[config.mk]
export PLATFORM = sky130hd
export DESIGN_NAME = ps2_receiver
export DESIGN_NICKNAME = d
export VERILOG_FILES = /design/src/rtl/ps2_receiver.sv
export SDC_FILE = /design/constraint.sdc
export NUM_CORES = 1
export LEC_CHECK = 0
export CORE_ASPECT_RATIO = 0.5
export CORE_UTILIZATION = 55
export DETAILED_ROUTE_END_ITERATION = 10
export DONT_BUFFER_PORTS = 1
export HOLD_SLACK_MARGIN = 0.06
export PLACE_DENSITY_LB_ADDON = 0.08
export SYNTH_ARGS = -nofsm -noshare
export SYNTH_HDL_FRONTEND = slang
export SYNTH_SLANG_ARGS = --single-unit
[constraint.sdc]
create_clock -name clk -period 4.2 [get_ports clk]
set_input_delay 0.84 -clock clk [delete_from_list [all_inputs] [get_ports clk]]
set_output_delay 0.84 -clock clk [all_outputs]
set_load 0.1 [all_outputs]
[src/rtl/ps2_receiver.sv]
// PS/2 device-to-host frame receiver.
// Watches the debounced PS/2 clock for falling edges. On each one it captures the
// debounced data line and assembles an 11-bit frame: start, 8 data bits LSB first,
// odd parity, stop. Each completed frame produces exactly one status pulse.
//
// Output handshake: rx_valid, rx_parity_err and rx_frame_err are one-cycle strobes
// with no back-pressure. At most one of them is high in any cycle. rx_data is
// updated only in the cycle rx_valid is high, and it holds its value until the
// next good frame. A byte that is not taken before the next rx_valid is overwritten.
module ps2_receiver #(
    parameter int TIMEOUT_CYCLES = 200000
) (
    input  logic       clk,
    input  logic       reset,
    input  logic       ps2_clk,
    input  logic       ps2_data,
    output logic [7:0] rx_data,
    output logic       rx_valid,
    output logic       rx_parity_err,
    output logic       rx_frame_err,
    output logic       busy,
    output logic [1:0] state_dbg
);

    localparam int TW = $clog2(TIMEOUT_CYCLES) + 1;
    localparam logic [TW-1:0] TO_LAST = TW'(TIMEOUT_CYCLES - 1);

    localparam logic [1:0] S_IDLE   = 2'd0;
    localparam logic [1:0] S_DATA   = 2'd1;
    localparam logic [1:0] S_PARITY = 2'd2;
    localparam logic [1:0] S_STOP   = 2'd3;

    logic [1:0]    state;
    logic          prev_clk;
    logic [2:0]    bit_cnt;
    logic [7:0]    shreg;
    logic          parity_bit;
    logic [TW-1:0] to_cnt;
    logic          fall;

    // A falling PS/2 clock edge is the only moment the data line is meaningful.
    assign fall      = prev_clk & ~ps2_clk;
    assign state_dbg = state;

    // Frame state machine, shift register, timeout counter and registered outputs.
    always_ff @(posedge clk or posedge reset) begin
        if (reset) begin
            state         <= S_IDLE;
            prev_clk      <= 1'b0;
            bit_cnt       <= 3'd0;
            shreg         <= 8'h00;
            parity_bit    <= 1'b0;
            to_cnt        <= '0;
            rx_data       <= 8'h00;
            rx_valid      <= 1'b0;
            rx_parity_err <= 1'b0;
            rx_frame_err  <= 1'b0;
            busy          <= 1'b0;
        end else begin
            prev_clk      <= ps2_clk;
            rx_valid      <= 1'b0;
            rx_parity_err <= 1'b0;
            rx_frame_err  <= 1'b0;
            if (state == S_IDLE) begin
                // The counter stays at 0 in IDLE. A fall with data high is line
                // noise or a released line, and it is ignored.
                to_cnt <= '0;
                if (fall && !ps2_data) begin
                    state   <= S_DATA;
                    bit_cnt <= 3'd0;
                    busy    <= 1'b1;
                end
            end else if (fall) begin
                // A fall in the same cycle as a timeout wins, so the frame continues.
                to_cnt <= '0;
                case (state)
                    S_DATA: begin
                        shreg   <= {ps2_data, shreg[7:1]};
                        bit_cnt <= bit_cnt + 3'd1;
                        if (bit_cnt == 3'd7) begin
                            state <= S_PARITY;
                        end
                    end
                    S_PARITY: begin
                        parity_bit <= ps2_data;
                        state      <= S_STOP;
                    end
                    default: begin
                        // Stop bit. A bad stop bit is reported as a framing error
                        // whatever the parity was.
                        state <= S_IDLE;
                        busy  <= 1'b0;
                        if (!ps2_data) begin
                            rx_frame_err <= 1'b1;
                        end else if (^{shreg, parity_bit}) begin
                            rx_data  <= shreg;
                            rx_valid <= 1'b1;
                        end else begin
                            rx_parity_err <= 1'b1;
                        end
                    end
                endcase
            end else if (to_cnt == TO_LAST) begin
                // The device stopped clocking mid-frame: drop the partial frame.
                state        <= S_IDLE;
                busy         <= 1'b0;
                rx_frame_err <= 1'b1;
                to_cnt       <= '0;
            end else begin
                to_cnt <= to_cnt + TW'(1);
            end
        end
    end

endmodule

## Word-level counts from Yosys, hierarchy flattened

Cells that the tools add are included.

| cells by class | value |
|---|---|
| add/sub/neg operators | 2 |
| $mul | 0 |
| divide/modulo/power cells | 0 |
| magnitude comparators | 0 |
| eq/ne operators | 7 |
| shift-type cells | 0 |
| muxes and demuxes | 33 |
| bitwise gates (word level) | 4 |
| reductions and logical operators | 14 |

Operator list:

| kind | count |
|---|---|
| $mux 19 | 3 |
| $mux 1 | 20 |
| $add 19x1->19 const B | 1 |
| $eq 19x18->1 const B | 1 |
| $reduce_and 3->1 | 5 |
| $mux 3 | 4 |
| $mux 2 | 5 |
| $reduce_xor 9->1 | 1 |
| $reduce_and 5->1 | 1 |
| $ne 4x4->1 const B | 1 |
| $pmux 2 s2 | 1 |
| $reduce_bool 2->1 | 2 |
| $add 3x1->3 const B | 1 |
| $eq 3x3->1 const B | 1 |
| $ne 3x2->1 const B | 1 |
| $not 1->1 | 3 |
| $reduce_bool 3->1 | 1 |
| $eq 2x1->1 const B | 1 |
| $eq 2x2->1 const B | 1 |
| $logic_not 2->1 | 1 |
| $ne 2x1->1 const B | 1 |
| $reduce_or 2->1 | 1 |
| $and 1x1->1 | 1 |
| $logic_and 1x1->1 | 1 |
| $logic_not 1->1 | 1 |

| word-level totals | value |
|---|---|
| flip-flop bits (word level) | 46 |
| bits in latches | 0 |
| RAM bits | 0 |
| bits in read-only memories | 0 |
| input bits | 4 |
| output and inout port bits | 14 |
| word-level logic and storage cells | 71 |
| memories | 0 |

## Longest topological paths before layout

Gate-level depths: netlist of the first run.

| depth | value |
|---|---|
| word-level depth | 6 |
| mapped depth | 7 |
| gate-level depth less buffers | 7 |

## Least setup slack after synthesis of the first run

No wires, ideal clock.

| path | value |
|---|---|
| path kind | register to register |
| start point | register state[0], in the netlist state_dbg[0] |
| end point | register shreg[0] |
| library setup time | 0.125 ns |
| arrival time | 2.366 ns |
| required time | 4.075 ns |
| path slack | 1.710 ns |
| cell stages (with the launch flop) | 7 |
| buffers on the path | 1 |
| period minus slack after synthesis | 2.490 ns |
| cell sequence | dfrtp_1 inv_1 ha_1 nor2_1 and2_1 clkbuf_1 mux2_2 |

| on the way | value |
|---|---|
| cells in the longest elaborated chain, start to end | 3 |
| elaborated cells on any way between the ends | 4 |
| those cells by class | 1 x eq/ne; 1 x bitwise; 2 x reduce/logical |

RTL lines:

| item | RTL line | source |
|---|---|---|
| from (decl) | 33 | `logic [1:0] state;` |
| from (signal assigned) | 48 | `state <= S_IDLE;` |
| from (signal assigned) | 69 | `state <= S_DATA;` |
| from (signal assigned) | 81 | `state <= S_PARITY;` |
| $logic_not 2->1 | 64 | `if (state == S_IDLE) begin` |
| $not 1->1 (no source line) | n/a |  |
| $reduce_and 3->1 (no source line) * | n/a |  |
| to (signal assigned) | 78 | `shreg <= {ps2_data, shreg[7:1]};` |
| to (decl) | 36 | `logic [7:0] shreg;` |

Every way passes the cells marked *; elsewhere a longest branch is shown, timed or not.
A chain may end at the register's enable or synchronous reset.

## Worst setup path in the final report of the first run

| path | value |
|---|---|
| start point | register state[1], in the netlist state_dbg[1] |
| end point | register shreg[2] |

Same word-level chain as after synthesis.

==> flow_summary.rst, run 1 <==
.. list-table::
   :header-rows: 1

   * - Metric
     - Value
   * - Synth-to-Final Area Change
     - 6.45%
   * - First-pass detailed-route iteration total
     - 4
   * - Mean number of vias per cell
     - 5.50
   * - CTS root buf
     - sky130_fd_sc_hd__clkbuf_8
   * - Chip width
     - 91.7 µm
   * - Share of the clock period used by the worst path
     - 64.5%
   * - Later-pin clock latency in the skew report
     - 0.29 ns
   * - Outcome
     - finished, final reports clean
   * - Number of synthesized register bits
     - 46
   * - Die ar.
     - 4290 µm²
   * - Final slew viol count
     - 0
   * - Hold-fix buffers, CTS
     - 0
   * - Worst setup skew after layout
     - 0.00871 ns
   * - Commonest cells post-synth
     - sky130_fd_sc_hd__dfrtp_1 (46), sky130_fd_sc_hd__nor2_1 (22), sky130_fd_sc_hd__mux2_2 (18)
   * - Initial antenna violation count
     - 0
   * - Post-CTS Repair Setup Buffers
     - 0
   * - Diodes inserted
     - 0
   * - Top cell type's share of synthesized area
     - 52.1%
   * - Final Util
     - 64.6%
   * - Tightest slew margin relative to the limit
     - 32.1%
   * - Number of stages on the worst hold path
     - 2
   * - Clk pwr share
     - 14.8%
   * - Post-synthesis area per instance
     - 11.4 µm²
   * - Leading post-synthesis cells by cell area
     - sky130_fd_sc_hd__dfrtp_1 (52%), sky130_fd_sc_hd__mux2_2 (9.2%), sky130_fd_sc_hd__xor2_1 (6.3%), sky130_fd_sc_hd__ha_1 (4.5%), sky130_fd_sc_hd__nor2_1 (3.7%)
   * - Setup total negative slack
     - 0 ns
   * - First-pass GRT wire length
     - 5800 µm
   * - Pin count of the biggest net entering global routing
     - 47
   * - Register area share after synthesis
     - 52.1%
   * - Launch point of the worst path
     - state_dbg[1]$_DFFE_PP0P_
   * - P_sw
     - 0.000872 W
   * - Startpoint of the most critical register-to-register path
     - state_dbg[1]$_DFFE_PP0P_
   * - Worst-case vdd ir drop
     - 0.336 mV
   * - Class of the most critical hold timing path
     - flop to flop
   * - Num ports
     - 18
   * - Async set-reset flop share out of synthesis
     - 100%
   * - Areal power density over the cells
     - 780 nW/µm²
   * - Number of buffers between clock root and the deepest sink
     - 2
   * - Post-synthesis net count
     - 206
   * - Warnings from Yosys
     - 0
   * - Maxcap violations
     - 0
   * - Final Hold Viols
     - 0
   * - Cell count after synthesis
     - 194
   * - Number of cells on the worst reg-to-reg path
     - 5
   * - RSZ-0062 raised after global routing
     - false
   * - Remaining number of nets flagged by the antenna check after routing
     - 0
   * - Die extent in y
     - 46.8 µm
   * - Arrival time of data at the critical path endpoint
     - 2.89 ns
   * - Global-route total usage across every layer
     - 18.0%
   * - Worst reg2reg endpoint
     - shreg[2]$_DFFE_PP0P_
   * - Primary flip-flop cell chosen by synthesis mapping
     - sky130_fd_sc_hd__dfrtp_1
   * - Startpoint kind of the worst setup timing path
     - flop
   * - Fraction of layout instances using a drive strength above 1
     - 16.2%
   * - Hold-critical path endpoint
     - bit_cnt[2]$_DFFE_PP0P_
   * - Routability congestion estimate
     - 0.836
   * - Combinational share of power
     - 32.1%
   * - Port buffer count
     - 0
   * - Internal Dissipation
     - 0.000964 W
   * - Number of buffers added by the clock tree synthesis step
     - 5
   * - Sequential share of power
     - 53.1%
   * - Core footprint
     - 3640 µm²
   * - Via count
     - 1369
   * - Switching power as a share of total power
     - 47.5%
   * - Final critical path time including I/O delays and setup
     - 2.71 ns
   * - Worst Min Path Start
     - bit_cnt[2]$_DFFE_PP0P_
   * - DRC marker count from the first detailed-route iteration
     - 59
   * - Fin nets
     - 209
   * - Initial Util
     - 60.7%
   * - Number of global-route vias before repair
     - 1219
   * - Category of the worst setup path capture point
     - flop
   * - Total of cells resized after clock tree synthesis
     - 0
   * - Final Routed Wirelength
     - 3440 µm
   * - Fmax
     - 0.369 GHz
   * - Leakage component of the power
     - 1.08 nW
   * - Number of synthesized flops with an enable pin
     - 0
   * - Setup violations, final
     - 0
   * - Worst setup path category
     - flop to flop
   * - Yosys top cell by area
     - sky130_fd_sc_hd__dfrtp_1
   * - Cell variety after synth
     - 35
   * - Row Count
     - 15
   * - Sum of net half-perimeters after detailed placement
     - 2370 µm
   * - Global route total overflow
     - 0
   * - Worst Max-Slew Pin Slew
     - 1.02 ns
   * - WL/cell
     - 13.8 µm
   * - Worst reg2reg setup slack
     - 1.49 ns
   * - CTS sink cnt
     - 46
   * - Reg clk slew, reported paths
     - 0.09 ns
   * - Count of H-tree levels built during CTS
     - 2
   * - CTS tree
     - done
   * - Data required, critical path
     - 4.39 ns
   * - Most frequent cell after synthesis
     - sky130_fd_sc_hd__dfrtp_1
   * - Cell area after synthesis
     - 2210 µm²
   * - # DRC
     - 0
   * - Crit Path Max Fanout
     - 11
[through the flow]
step / power, W / hold slack [ns] / area, µm² / setup WS (ns) / instances
3_5_place_dp: 0.00158 / 0.505 / 2260 / 1.51 / 241
4_1_cts: 0.00186 / 0.528 / 2350 / 1.49 / 249
6_report: 0.00184 / 0.526 / 2350 / 1.49 / 249
5_1_grt: 0.00194 / 0.553 / 2350 / 1.32 / 249
3_3_place_gp: 0.00156 / 0.492 / 2260 / 1.57 / 241
2_1_floorplan: 0.00148 / 0.466 / 2210 / 1.71 / 194
[cells in the final DEF, fill, tap and decap left out, types with 2 or more instances in the layout]
master | netlist | layout
sky130_fd_sc_hd__ha_1 | 8 | 8
sky130_fd_sc_hd__mux2_2 | 18 | 18
sky130_fd_sc_hd__clkbuf_8 | 0 | 5
sky130_fd_sc_hd__nor2_1 | 22 | 22
sky130_fd_sc_hd__and4_1 | 2 | 2
sky130_fd_sc_hd__nor4_1 | 2 | 2
sky130_fd_sc_hd__nand2b_1 | 2 | 2
sky130_fd_sc_hd__nand3_1 | 7 | 7
sky130_fd_sc_hd__buf_4 | 1 | 2
sky130_fd_sc_hd__inv_1 | 4 | 3
sky130_fd_sc_hd__o21ai_0 | 6 | 6
sky130_fd_sc_hd__dfrtp_1 | 46 | 46
sky130_fd_sc_hd__nand4_1 | 7 | 7
sky130_fd_sc_hd__xnor2_1 | 6 | 6
sky130_fd_sc_hd__nor2b_1 | 3 | 3
sky130_fd_sc_hd__xor2_1 | 16 | 16
sky130_fd_sc_hd__a31oi_1 | 2 | 2
sky130_fd_sc_hd__and2_1 | 2 | 2
sky130_fd_sc_hd__a21oi_1 | 2 | 2
sky130_fd_sc_hd__nand2_1 | 17 | 17
sky130_fd_sc_hd__nor3_1 | 3 | 3
[metal layers]
| layer | routed length [µm] | vias to the layer above | global-route usage [%] | part of all wire (%) |
|---|---|---|---|---|
| met3 | 119 | 2 | 5.83 | 3.5 |
| met1 | 1880 | 670 | 26.0 | 55 |
| met5 | 0 | - | 0 | 0 |
| met4 | 8 | 0 | 3.81 | 0.23 |
| li1 | - | 677 | - | - |
| met2 | 1430 | 20 | 27.1 | 42 |
[sequential cells by signal, indices dropped and copies added (netlist names)]
signal         count
bit_cnt            3
parity_bit         1
busy               1
rx_parity_err      1
to_cnt            19
state_dbg          2
prev_clk           1
rx_data            8
rx_frame_err       1
rx_valid           1
shreg              8
[layout make-up]
type,count,area [µm²]
Timing Repair Buffer,2,15.0
Multi-Input combinational cell,138,1010
Tap cell,51,63.8
Inverter,4,15.0
Clock buffer,5,68.8
Clock inverter,3,25.0
Sequential cell,46,1150
Fill cell,281,1290
[worst max-delay path by stage]
stage | to | slack, ns | cells past startpoint
after floorplan | shreg[0]$_DFFE_PP0P_ | 1.71 | 6
after global placement | shreg[3]$_DFFE_PP0P_ | 1.57 | 5
after detailed placement | shreg[2]$_DFFE_PP0P_ | 1.51 | 5
after CTS | shreg[1]$_DFFE_PP0P_ | 1.49 | 5
after global routing | shreg[7]$_DFFE_PP0P_ | 1.32 | 5
final | shreg[2]$_DFFE_PP0P_ | 1.49 | 5
[power groups by stage]
stage,Combinational [W],Sequential (W),Clock [W]
final,0.000590,0.000975,0.000272
after CTS,0.000596,0.000976,0.000285
after global routing,0.000644,0.000996,0.000303
after floorplan,0.000484,0.000994,0
after global placement,0.000581,0.000982,0
after detailed placement,0.000593,0.000986,0
[critical path, stage by stage (launching register included)]
cell and delay (ns):
sky130_fd_sc_hd__dfrtp_1 1.03, sky130_fd_sc_hd__inv_1 0.16, sky130_fd_sc_hd__ha_1 0.35, sky130_fd_sc_hd__nor2_1 0.28, sky130_fd_sc_hd__and2_1 0.40, sky130_fd_sc_hd__mux2_2 0.38
[cells by family (layout without fill, tap and decap cells)]
kind of cell / count (synthesis) / in the layout / synth area share, %
fa+ha+maj: 8 / 8 / 4.53
buf+inv: 10 / 14 / 2.04
xor+xnor: 24 / 24 / 10.5
compound gates: 15 / 15 / 4.41
simple gates: 73 / 73 / 17.3
mux: 18 / 18 / 9.17
flops: 46 / 46 / 52.1
No activity file was read; power rests on OpenSTA's default activity.
==> run 2: changes to the inputs <==
==> constraint.sdc (replaced) <==
create_clock -name clk -period 2.69 [get_ports clk]
set_input_delay 0.538 -clock clk [delete_from_list [all_inputs] [get_ports clk]]
set_output_delay 0.538 -clock clk [all_outputs]
set_load 0.1 [all_outputs]
==> flow_summary.rst, run 2 (synthesis gave the netlist of run 1 again) <==
.. list-table::
   :header-rows: 1

   * - Metric
     - Value
   * - Outcome
     - finished, final reports clean (unchanged)
   * - Startpoint kind of the worst setup timing path
     - flop (unchanged)
   * - RSZ-0062 raised after global routing
     - false (unchanged)
   * - Later-pin clock latency in the skew report
     - 0.31 ns (was 0.29 ns)
   * - Worst-case vdd ir drop
     - 0.631 mV (was 0.336 mV)
   * - Total power
     - 0.00289 W (was 0.00184 W)
   * - First-pass detailed-route iteration total
     - 4 (unchanged)
   * - Mean number of vias per cell
     - 5.52 (was 5.50)
   * - Biggest register
     - to_cnt (unchanged)
   * - Hold-fix buffers, CTS
     - 0 (unchanged)
   * - Worst reg2reg setup slack
     - 0.55 ns (was 1.49 ns)
   * - Number of buffers between clock root and the deepest sink
     - 2 (unchanged)
   * - Arrival time of data at the critical path endpoint
     - 2.31 ns (was 2.89 ns)
   * - Share of the clock period used by the worst path
     - 79.7% (was 64.5%)
   * - Final critical path time including I/O delays and setup
     - 2.14 ns (was 2.71 ns)
   * - Max reg flops
     - 19 (unchanged)
   * - Total of cells resized after clock tree synthesis
     - 0 (unchanged)
   * - Chip width
     - 91.7 µm (unchanged)
   * - Number of global-route vias before repair
     - 1329 (was 1219)
   * - Via count
     - 1385 (was 1369)
   * - Global route total overflow
     - 0 (unchanged)
   * - Class of the most critical hold timing path
     - input port to asynchronous set/reset pin (was flop to flop)
   * - Fraction of layout instances using a drive strength above 1
     - 17.0% (was 16.2%)
   * - CTS tree
     - done (unchanged)
   * - Largest stage delay, worst path
     - 0.56 ns (was 1.03 ns)
   * - Remaining number of nets flagged by the antenna check after routing
     - 0 (unchanged)
   * - Number of buffers added by the clock tree synthesis step
     - 5 (unchanged)
   * - Routability congestion estimate
     - 0.770 (was 0.836)
   * - Die ar.
     - 4290 µm² (unchanged)
   * - CTS root buf
     - sky130_fd_sc_hd__clkbuf_8 (unchanged)
   * - WL/cell
     - 13.8 µm (about the same)
   * - Count of H-tree levels built during CTS
     - 2 (unchanged)
   * - Worst Max-Slew Pin Slew
     - 0.918 ns (was 1.02 ns)
   * - Die extent in y
     - 46.8 µm (unchanged)
   * - Setup violations, final
     - 0 (unchanged)
   * - First-pass GRT wire length
     - 6210 µm (was 5800 µm)
   * - Tightest slew margin relative to the limit
     - 38.8% (was 32.1%)
   * - Final slew viol count
     - 0 (unchanged)
   * - Num ports
     - 18 (unchanged)
   * - Pin count of the biggest net entering global routing
     - 47 (unchanged)
   * - DRC marker count from the first detailed-route iteration
     - 60 (was 59)
   * - Row Count
     - 15 (unchanged)
   * - Initial antenna violation count
     - 0 (unchanged)
   * - Diodes inserted
     - 0 (unchanged)
   * - Data required, critical path
     - 2.85 ns (was 4.39 ns)
   * - Placement-stage cell area
     - 2270 µm² (was 2260 µm²)
   * - Cell family with the largest share of critical-path delay
     - simple AND/OR/NAND/NOR gates (was flip-flops)
   * - CTS sink cnt
     - 46 (unchanged)
   * - Final Hold Viols
     - 0 (unchanged)
   * - Port buffer count
     - 0 (unchanged)
   * - Synth-to-Final Area Change
     - 7.13% (was 6.45%)
   * - Maxcap violations
     - 0 (unchanged)
   * - Fmax
     - 0.467 GHz (was 0.369 GHz)
   * - Setup total negative slack
     - 0 ns (unchanged)
   * - Most frequent cells in the layout
     - sky130_fd_sc_hd__dfrtp_1 (46), sky130_fd_sc_hd__nor2_1 (22), sky130_fd_sc_hd__mux2_2 (18) (unchanged)
   * - Global-route total usage across every layer
     - 19.4% (was 18.0%)
   * - Largest registers in the final layout
     - to_cnt x19, rx_data x8, shreg x8 (unchanged)
   * - Critical path buffer and inverter count
     - 0 (was 1)
   * - Core footprint
     - 3640 µm² (unchanged)
   * - Leakage component of the power
     - 1.09 nW (was 1.08 nW)
   * - Initial Util
     - 60.7% (unchanged)
   * - Category of the worst setup path capture point
     - flop (unchanged)
   * - Slowest CP cell
     - sky130_fd_sc_hd__or3_1 (was sky130_fd_sc_hd__dfrtp_1)
   * - # DRC
     - 0 (unchanged)
   * - Crit Path Max Fanout
     - 19 (was 11)
   * - Sum of net half-perimeters after detailed placement
     - 2390 µm (was 2370 µm)
   * - Worst setup path category
     - flop to flop (unchanged)
   * - Areal power density over the cells
     - 1220 nW/µm² (was 780 nW/µm²)
   * - Fin nets
     - 211 (was 209)
   * - Cell chain of the critical path
     - nor4_1, nand2_1, nor4_2, or3_1, nor2_1 (was inv_1, ha_1, nor2_1, and2_1, mux2_2)
   * - Final Routed Wirelength
     - 3460 µm (was 3440 µm)
   * - Finished layout cell area
     - 2370 µm² (was 2350 µm²)
   * - Reg clk slew, reported paths
     - 0.09 ns (about the same)
   * - Most frequent standard cell in the layout excluding fill and tap cells
     - sky130_fd_sc_hd__dfrtp_1 (unchanged)
   * - Post-CTS Repair Setup Buffers
     - 0 (unchanged)
   * - Worst setup skew after layout
     - 0.0101 ns (was 0.00871 ns)
[run 2: cell count changes in the layout (fill, tap and decap cells not counted)]
| cell | previous run | this run |
|---|---|---|
| sky130_fd_sc_hd__buf_4 | 2 | 4 |
[run 2: path summary, 6_finish.rpt]
kind,from,endpoint,cells after the start
max,to_cnt[13]$_DFF_PP0_,to_cnt[11]$_DFF_PP0_,5
min reg2reg,bit_cnt[1]$_DFFE_PP0P_,bit_cnt[1]$_DFFE_PP0P_,2
min,reset,to_cnt[4]$_DFF_PP0_,2
max in group asynchronous,reset,to_cnt[9]$_DFF_PP0_,2
min in group clk,ps2_clk,prev_clk$_DFF_PP0_,0
max reg2reg,to_cnt[13]$_DFF_PP0_,to_cnt[11]$_DFF_PP0_,5
[run 2: through the flow]
step / instances / setup slack [ns] / hold WS [ns] / utilization [%]
2_1_floorplan: 194 / 0.200 / 0.466 / -
3_3_place_gp: 243 / 0.673 / 0.495 / 62.5
3_5_place_dp: 243 / 0.577 / 0.506 / 62.5
4_1_cts: 251 / 0.541 / 0.248 / 65.1
5_1_grt: 251 / 0.296 / 0.241 / 65.1
6_report: 251 / 0.546 / 0.243 / 65.1
[run 2: layout make-up]
class                           instances  area (µm²)
Clock buffer                            5        68.8
Clock inverter                          3        25.0
Fill cell                             305        1270
Inverter                                4        15.0
Multi-Input combinational cell        138        1010
Sequential cell                        46        1150
Tap cell                               51        63.8
Timing Repair Buffer                    4        30.0
[run 2: power breakdown]
part           switching, W  internal [W]  leakage, nW
logic              0.000514      0.000466        0.436
clock network      0.000246      0.000188       0.0447
registers          0.000613      0.000863        0.605
total               0.00137       0.00152         1.09
[run 2: routing by layer]
layer / routed length [µm] / up-vias / global-route usage [%]
li1: - / 676 / -
met1: 1770 / 680 / 25.8
met2: 1500 / 22 / 31.1
met3: 136 / 7 / 5.83
met4: 54 / 0 / 7.62
met5: 0 / - / 0
